===== src/rtl/uart_rx.sv =====
`default_nettype none
// ============================================================================
//  Module      : uart_rx
//  Description : UART receiver. Oversamples RX_IN at Prescale x bit rate,
//                takes a 2-of-3 majority vote around each bit centre and
//                delivers LSB-first data with a one-cycle valid strobe and
//                parity / stop error pulses.
//  Revision    : 1.0 - initial release
// ============================================================================
module uart_rx #(
    parameter int DATA_WIDTH     = 8,
    parameter int PRESCALE_WIDTH = 6
) (
    input  logic                      CLK,
    input  logic                      RST,
    input  logic                      RX_IN,
    input  logic                      PAR_EN,
    input  logic                      PAR_TYP,
    input  logic [PRESCALE_WIDTH-1:0] Prescale,
    output logic [DATA_WIDTH-1:0]     P_DATA,
    output logic                      data_valid,
    output logic                      par_err,
    output logic                      stp_err
);

    localparam int BCW = (DATA_WIDTH > 1) ? $clog2(DATA_WIDTH) : 1;

    localparam logic [BCW-1:0]            c_last_bit = BCW'(DATA_WIDTH - 1);
    localparam logic [PRESCALE_WIDTH-1:0] c_presc_8  = PRESCALE_WIDTH'(8);
    localparam logic [PRESCALE_WIDTH-1:0] c_presc_16 = PRESCALE_WIDTH'(16);
    localparam logic [PRESCALE_WIDTH-1:0] c_presc_32 = PRESCALE_WIDTH'(32);
    localparam logic [PRESCALE_WIDTH-1:0] c_one      = PRESCALE_WIDTH'(1);
    localparam logic [PRESCALE_WIDTH-1:0] c_two      = PRESCALE_WIDTH'(2);

    typedef enum logic [2:0] {
        S_IDLE   = 3'd0,
        S_START  = 3'd1,
        S_DATA   = 3'd2,
        S_PARITY = 3'd3,
        S_STOP   = 3'd4
    } state_t;

    state_t                      r_state;
    logic [PRESCALE_WIDTH-1:0]   r_edge_cnt;
    logic [BCW-1:0]              r_bit_cnt;
    logic [PRESCALE_WIDTH-1:0]   r_prescale;
    logic                        r_par_en;
    logic                        r_par_typ;
    logic                        r_par_fail;
    logic [2:0]                  r_smp;
    logic [DATA_WIDTH-1:0]       r_shift;
    logic [DATA_WIDTH-1:0]       r_p_data;
    logic                        r_data_valid;
    logic                        r_par_err;
    logic                        r_stp_err;

    logic [PRESCALE_WIDTH-1:0]   w_presc_legal;
    logic [PRESCALE_WIDTH-1:0]   w_last;
    logic [PRESCALE_WIDTH-1:0]   w_half;
    logic [PRESCALE_WIDTH-1:0]   w_smp_lo;
    logic [PRESCALE_WIDTH-1:0]   w_smp_hi;
    logic [PRESCALE_WIDTH-1:0]   w_eval;
    logic                        w_bit_end;
    logic                        w_maj;
    logic                        w_par_exp;

    // Unsupported ratios fall back to 8 so the counters always stay in range
    assign w_presc_legal = ((Prescale == c_presc_16) || (Prescale == c_presc_32))
                           ? Prescale : c_presc_8;

    // Edge positions within one bit period, derived from the latched ratio
    assign w_last    = r_prescale - c_one;
    assign w_half    = r_prescale >> 1;
    assign w_smp_lo  = w_half - c_one;
    assign w_smp_hi  = w_half + c_one;
    // Stop is judged one cycle after its last sample has been registered
    assign w_eval    = w_half + c_two;
    assign w_bit_end = (r_edge_cnt == w_last);

    assign w_maj     = (r_smp[0] & r_smp[1]) | (r_smp[0] & r_smp[2]) | (r_smp[1] & r_smp[2]);
    assign w_par_exp = (^r_shift) ^ r_par_typ;

    // Receive FSM: bit timing, majority sampling, shifting and result pulses
    always_ff @(posedge CLK) begin
        if (RST) begin
            r_state      <= S_IDLE;
            r_edge_cnt   <= '0;
            r_bit_cnt    <= '0;
            r_prescale   <= c_presc_8;
            r_par_en     <= 1'b0;
            r_par_typ    <= 1'b0;
            r_par_fail   <= 1'b0;
            r_smp        <= '0;
            r_shift      <= '0;
            r_p_data     <= '0;
            r_data_valid <= 1'b0;
            r_par_err    <= 1'b0;
            r_stp_err    <= 1'b0;
        end else begin
            r_data_valid <= 1'b0;
            r_par_err    <= 1'b0;
            r_stp_err    <= 1'b0;

            if (r_state != S_IDLE) begin
                if (r_edge_cnt == w_smp_lo) r_smp[0] <= RX_IN;
                if (r_edge_cnt == w_half)   r_smp[1] <= RX_IN;
                if (r_edge_cnt == w_smp_hi) r_smp[2] <= RX_IN;
            end

            unique case (r_state)
                S_IDLE: begin
                    if (!RX_IN) begin
                        // This cycle is edge 0 of the start bit
                        r_state    <= S_START;
                        r_edge_cnt <= c_one;
                        r_bit_cnt  <= '0;
                        r_par_fail <= 1'b0;
                        r_prescale <= w_presc_legal;
                        r_par_en   <= PAR_EN;
                        r_par_typ  <= PAR_TYP;
                    end
                end

                S_START: begin
                    if (w_bit_end) begin
                        r_edge_cnt <= '0;
                        // A start bit that votes high was only a line glitch
                        r_state    <= w_maj ? S_IDLE : S_DATA;
                    end else begin
                        r_edge_cnt <= r_edge_cnt + c_one;
                    end
                end

                S_DATA: begin
                    if (w_bit_end) begin
                        r_edge_cnt <= '0;
                        r_shift    <= {w_maj, r_shift[DATA_WIDTH-1:1]};
                        if (r_bit_cnt == c_last_bit) begin
                            r_bit_cnt <= '0;
                            r_state   <= r_par_en ? S_PARITY : S_STOP;
                        end else begin
                            r_bit_cnt <= r_bit_cnt + 1'b1;
                        end
                    end else begin
                        r_edge_cnt <= r_edge_cnt + c_one;
                    end
                end

                S_PARITY: begin
                    if (w_bit_end) begin
                        r_edge_cnt <= '0;
                        r_state    <= S_STOP;
                        if (w_maj != w_par_exp) r_par_fail <= 1'b1;
                    end else begin
                        r_edge_cnt <= r_edge_cnt + c_one;
                    end
                end

                S_STOP: begin
                    if (r_edge_cnt == w_eval) begin
                        // Leave early so an immediately following frame is caught
                        r_edge_cnt <= '0;
                        r_state    <= S_IDLE;
                        r_stp_err  <= ~w_maj;
                        r_par_err  <= r_par_fail;
                        if (w_maj && !r_par_fail) begin
                            r_data_valid <= 1'b1;
                            r_p_data     <= r_shift;
                        end
                    end else begin
                        r_edge_cnt <= r_edge_cnt + c_one;
                    end
                end

                default: begin
                    r_state    <= S_IDLE;
                    r_edge_cnt <= '0;
                end
            endcase
        end
    end

    assign P_DATA     = r_p_data;
    assign data_valid = r_data_valid;
    assign par_err    = r_par_err;
    assign stp_err    = r_stp_err;

endmodule
`default_nettype wire


===== config.mk =====
export PLATFORM = sky130hd
export DESIGN_NAME = uart_rx
export DESIGN_NICKNAME = d
export VERILOG_FILES = /design/src/rtl/uart_rx.sv
export SDC_FILE = /design/constraint.sdc
export NUM_CORES = 1
export LEC_CHECK = 0
export ABC_CLOCK_PERIOD_IN_PS = 4100
export BUFFER_PORTS_ARGS = -buffer_cell sky130_fd_sc_hd__buf_2
export CORE_MARGIN = 3
export CORE_UTILIZATION = 30
export DETAILED_ROUTE_END_ITERATION = 10
export GPL_TIMING_DRIVEN = 1
export HOLD_SLACK_MARGIN = 0.1
export MAX_ROUTING_LAYER = met4
export SKIP_LAST_GASP = 1
export SYNTH_ARGS = -nofsm -noshare
export SYNTH_HDL_FRONTEND = slang
export SYNTH_SLANG_ARGS = --single-unit
export TNS_END_PERCENT = 20

===== constraint.sdc =====
create_clock -name CLK -period 4.1 [get_ports CLK]
set_clock_uncertainty 0.05 [all_clocks]
set_input_delay 0.41 -clock CLK [delete_from_list [all_inputs] [get_ports CLK]]
set_output_delay 0.41 -clock CLK [all_outputs]
set_load 0.01 [all_outputs]

==> summary.md <==
| Metric | Value |
|---|---|
| First-pass GRT wire length | 8680 µm |
| Post-route ant nets | 0 |
| Peak supply drop | 0.000202 V |
| RSZ-0062 raised after global routing | no |
| Multi-input combinational cell area | 1480 µm² |
| Reg-to-reg startpoint | r_prescale[1] |
| CP endpoint kind | flip-flop |
| Largest net degree at the start of global routing | 42 |
| Final hold vios | 0 |
| Post-Synth Adder-Cell Area | 0.0548 |
| Deepest level of the CTS H-tree | 2 |
| Initial DRC Count | between 150 and 200 |
| Remaining global-route overflow | 0 |
| Via-to-Cell Ratio | 4.89 |
| PortBufs | 21 |
| Vias in the first global route | 1763 |
| Hold_buf cts | 0 |
| CP max-delay cell | nor4b_2 |
| Xor and xnor area share after synthesis | 0.125 |
| Area Overhead vs Synth | 10.9% |
| Max incr delay on CP | 0.47 ns |
| Mean post-synth cell area | 8.78 µm² |
| Critical path startpoint category | flip-flop |
| Hold Path End | r_par_en |
| Top cells by area, synth | dfxtp_1 35%, mux2i_1 7.7%, xnor2_1 6.7% |
| R2R cell count | 8 |
| Final GP Congestion | between 0.8 and 0.9 |
| Tcrit/Tclk final | 0.688 |
| Setup violators final | 0 |
| Post-route cell area | 2730 µm² |
| Worst EP arrival | ~3.0 ns |
| DRT Wirelength | 5150 µm |
| IO Pins | 22 |
| Clock Sinks | 43 |
| Crit-path cells | inv_1 -> ha_1 -> a21boi_2 -> xnor2_1 -> nor4b_2 -> a211oi_2 -> or3_1 -> o41ai_1 |
| Post-CTS Setup Inserts | 0 |
| PD cells | between 300 and 400 nW/µm² |
| Reg area | roughly 860 µm² |
| Root Driver | clkbuf_8 |
| Slew of the pin with the lowest slew margin | 1.24 ns |
| Synth Area in Compound Gates | 0.117 |
| Critical path class | reg2reg |
| Initial Utilization | 0.314 |
| Async SR Flop Fraction | 0 |
| Reg-to-reg critical path endpoint | r_state[1] |
| Outcome | finished, final reports clean |
| Top FF cell, synth | dfxtp_1 |
| Total number of yosys warnings | 0 |
| Fill cells | 849 |
| Mapped cell area | about 2500 µm² |
| Mux share of post-synthesis cell area | 0.0771 |
| Die height | between 90 and 100 µm |
| Area leader, netlist | dfxtp_1 |
| CTS max path bufs | 2 |
| Most frequent cells in the layout | 43 x dfxtp_1, 38 x nor2_1, 21 x buf_2 |
| Crit path max fanout | 10 |
| Final #Nets | ~310 |
| Syn_nets | a little over 300 |
| Final setup TNS | 0 ns |
| Fmax achieved | 355 MHz |
| Critical Path RT | 4.25 ns |
| Max-capacitance violation count | 0 |
| R2R Setup Slk | approximately 1.3 ns |
| Hold Path Class | in2reg |
| Std cell rows | 32 |
| Initial antenna violation count | 0 |
| Largest family of logic cells by synthesized area | simple AND/OR/NAND/NOR gates |
| Synth Area in Simple Gates | 0.223 |
| Residual DRC | 0 |
| CTS buffer count | 5 |
| TritonCTS clock tree | done |
| Die area | between 9000 and 10000 µm² |
| Clk Latency, worst-skew pair | ~0.30 ns |
| Library cells used by synthesis | 54 |
| Fin crit period | 2.82 ns |
| Min-Delay Path Depth | 3 |
| Mapped Cells | 281 |
| Commonest non-fill, non-tap cell in the layout | dfxtp_1 |
| Slew Limit Fails | 0 |
| Hold path startpoint | PAR_EN |
| Total GRT Usage | 0.114 |
| Dpl hpwl | 3760 µm |
| Drt pass-1 iters | 4 |
| Cts repair resizes | 0 |
| Relative slew margins | 0.167 |
| Synthesized flop and latch total | 43 |
| Sequential cell area fraction in the yosys report | 0.349 |
| Die Wd | 96.7 µm |
| Diode count | 0 |
| Routed vias | just under 2k |
| Cell Area, Placed | approximately 2600 µm² |
| Post-synth top area share | 0.349 |
| Core ar. | 7850 µm² |
| Number of flops mapped to enable cells by yosys | 0 |
| Worst-path clk slew | about 0.080 ns |
| Static Leak | around 1.1 nW |
| Layout cells sized above 1 | 0.150 |
| DR WL/cell | between 10 and 15 µm |
where the power goes:
group	total (mW)	internal [mW]	switching, mW
Clock	0.330	0.181	0.149
Combinational	0.0682	0.0266	0.0416
Sequential	0.437	0.423	0.0135
Total	0.835	0.631	0.204
worst max-delay path, delay by kind of cell (launching register included):
family | cells | cell delay, ns
buf+inv | 1 | 0.17
compound gates | 3 | 0.73
xor+xnor | 1 | 0.14
flops | 1 | 0.45
simple gates | 2 | 0.86
fa+ha+maj | 1 | 0.30
how the worst max path moves through the flow:
stage | from | end
detailed placement | r_prescale[1] | r_state[1]
finish | r_prescale[1] | r_state[1]
CTS | r_prescale[1] | r_state[1]
global placement | r_prescale[2] | r_state[1]
global route | r_prescale[1] | r_state[1]
floorplan | r_prescale[2] | r_state[1]
metal layers:
layer / up-vias / GRT usage / routed length, µm
met5: - / - / 0
met4: 0 / 0.0324 / 72
met3: 7 / 0.0252 / 193
met2: 39 / 0.173 / 2280
met1: 895 / 0.152 / 2610
li1: 995 / - / -
cells by family (layout without fill, tap and decap cells):
kind of cell | count (synthesis) | count (layout)
mux | 19 | 19
fa+ha+maj | 11 | 11
flops | 43 | 43
compound gates | 42 | 42
simple gates | 109 | 109
xor+xnor | 30 | 30
buf+inv | 27 | 40
cell type report:
class	count	share of cell area
inverter	9	0.0124
tap	102	0.0467
sequential	43	0.315
clock inverter	3	0.0160
timing repair buffer	23	0.0439
clock buffer	5	0.0252
multi-input combinational	211	0.541
registers in the layout (all words and copies together), names as in the netlist:
signal	count
r_shift	8
r_smp	3
r_par_fail	1
data_valid	1
r_prescale	6
r_edge_cnt	6
r_par_typ	1
r_par_en	1
r_bit_cnt	3
par_err	1
P_DATA	8
r_state	3
stp_err	1
per-stage QoR:
| stage | setup WS [ns] | util | hold slack (ns) | power (mW) | std cells |
|---|---|---|---|---|---|
| finish | 1.28 | 0.348 | 0.301 | 0.835 | 396 |
| global route | 1.08 | 0.348 | 0.296 | 0.871 | 396 |
| CTS | 1.30 | 0.348 | 0.290 | 0.846 | 396 |
| detailed placement | 1.32 | 0.334 | 0.413 | 0.514 | 388 |
| global placement | 1.32 | 0.334 | 0.406 | 0.514 | 388 |
| floorplan | 1.70 | - | 0.397 | 0.495 | 281 |
cell usage after synthesis (2+ instances only):
cell	n
or2_2	3
or4_1	2
o311ai_0	2
nand4_1	2
clkbuf_1	9
inv_1	9
xor2_1	8
nand3b_1	2
nor2_1	38
xnor3_1	2
and2_1	5
nor3_1	8
xnor2_1	19
nor4_1	4
a22oi_1	2
ha_1	10
o21ai_0	4
nand3_1	12
a211oi_1	3
nand2b_1	3
or3_1	3
nand2_1	18
dfxtp_1	43
mux2i_1	19
a21oi_1	15
o22ai_1	3
nor2b_1	2
buf_2	3
buf_6	3
Note: power is estimated with default switching activity, not from simulation.
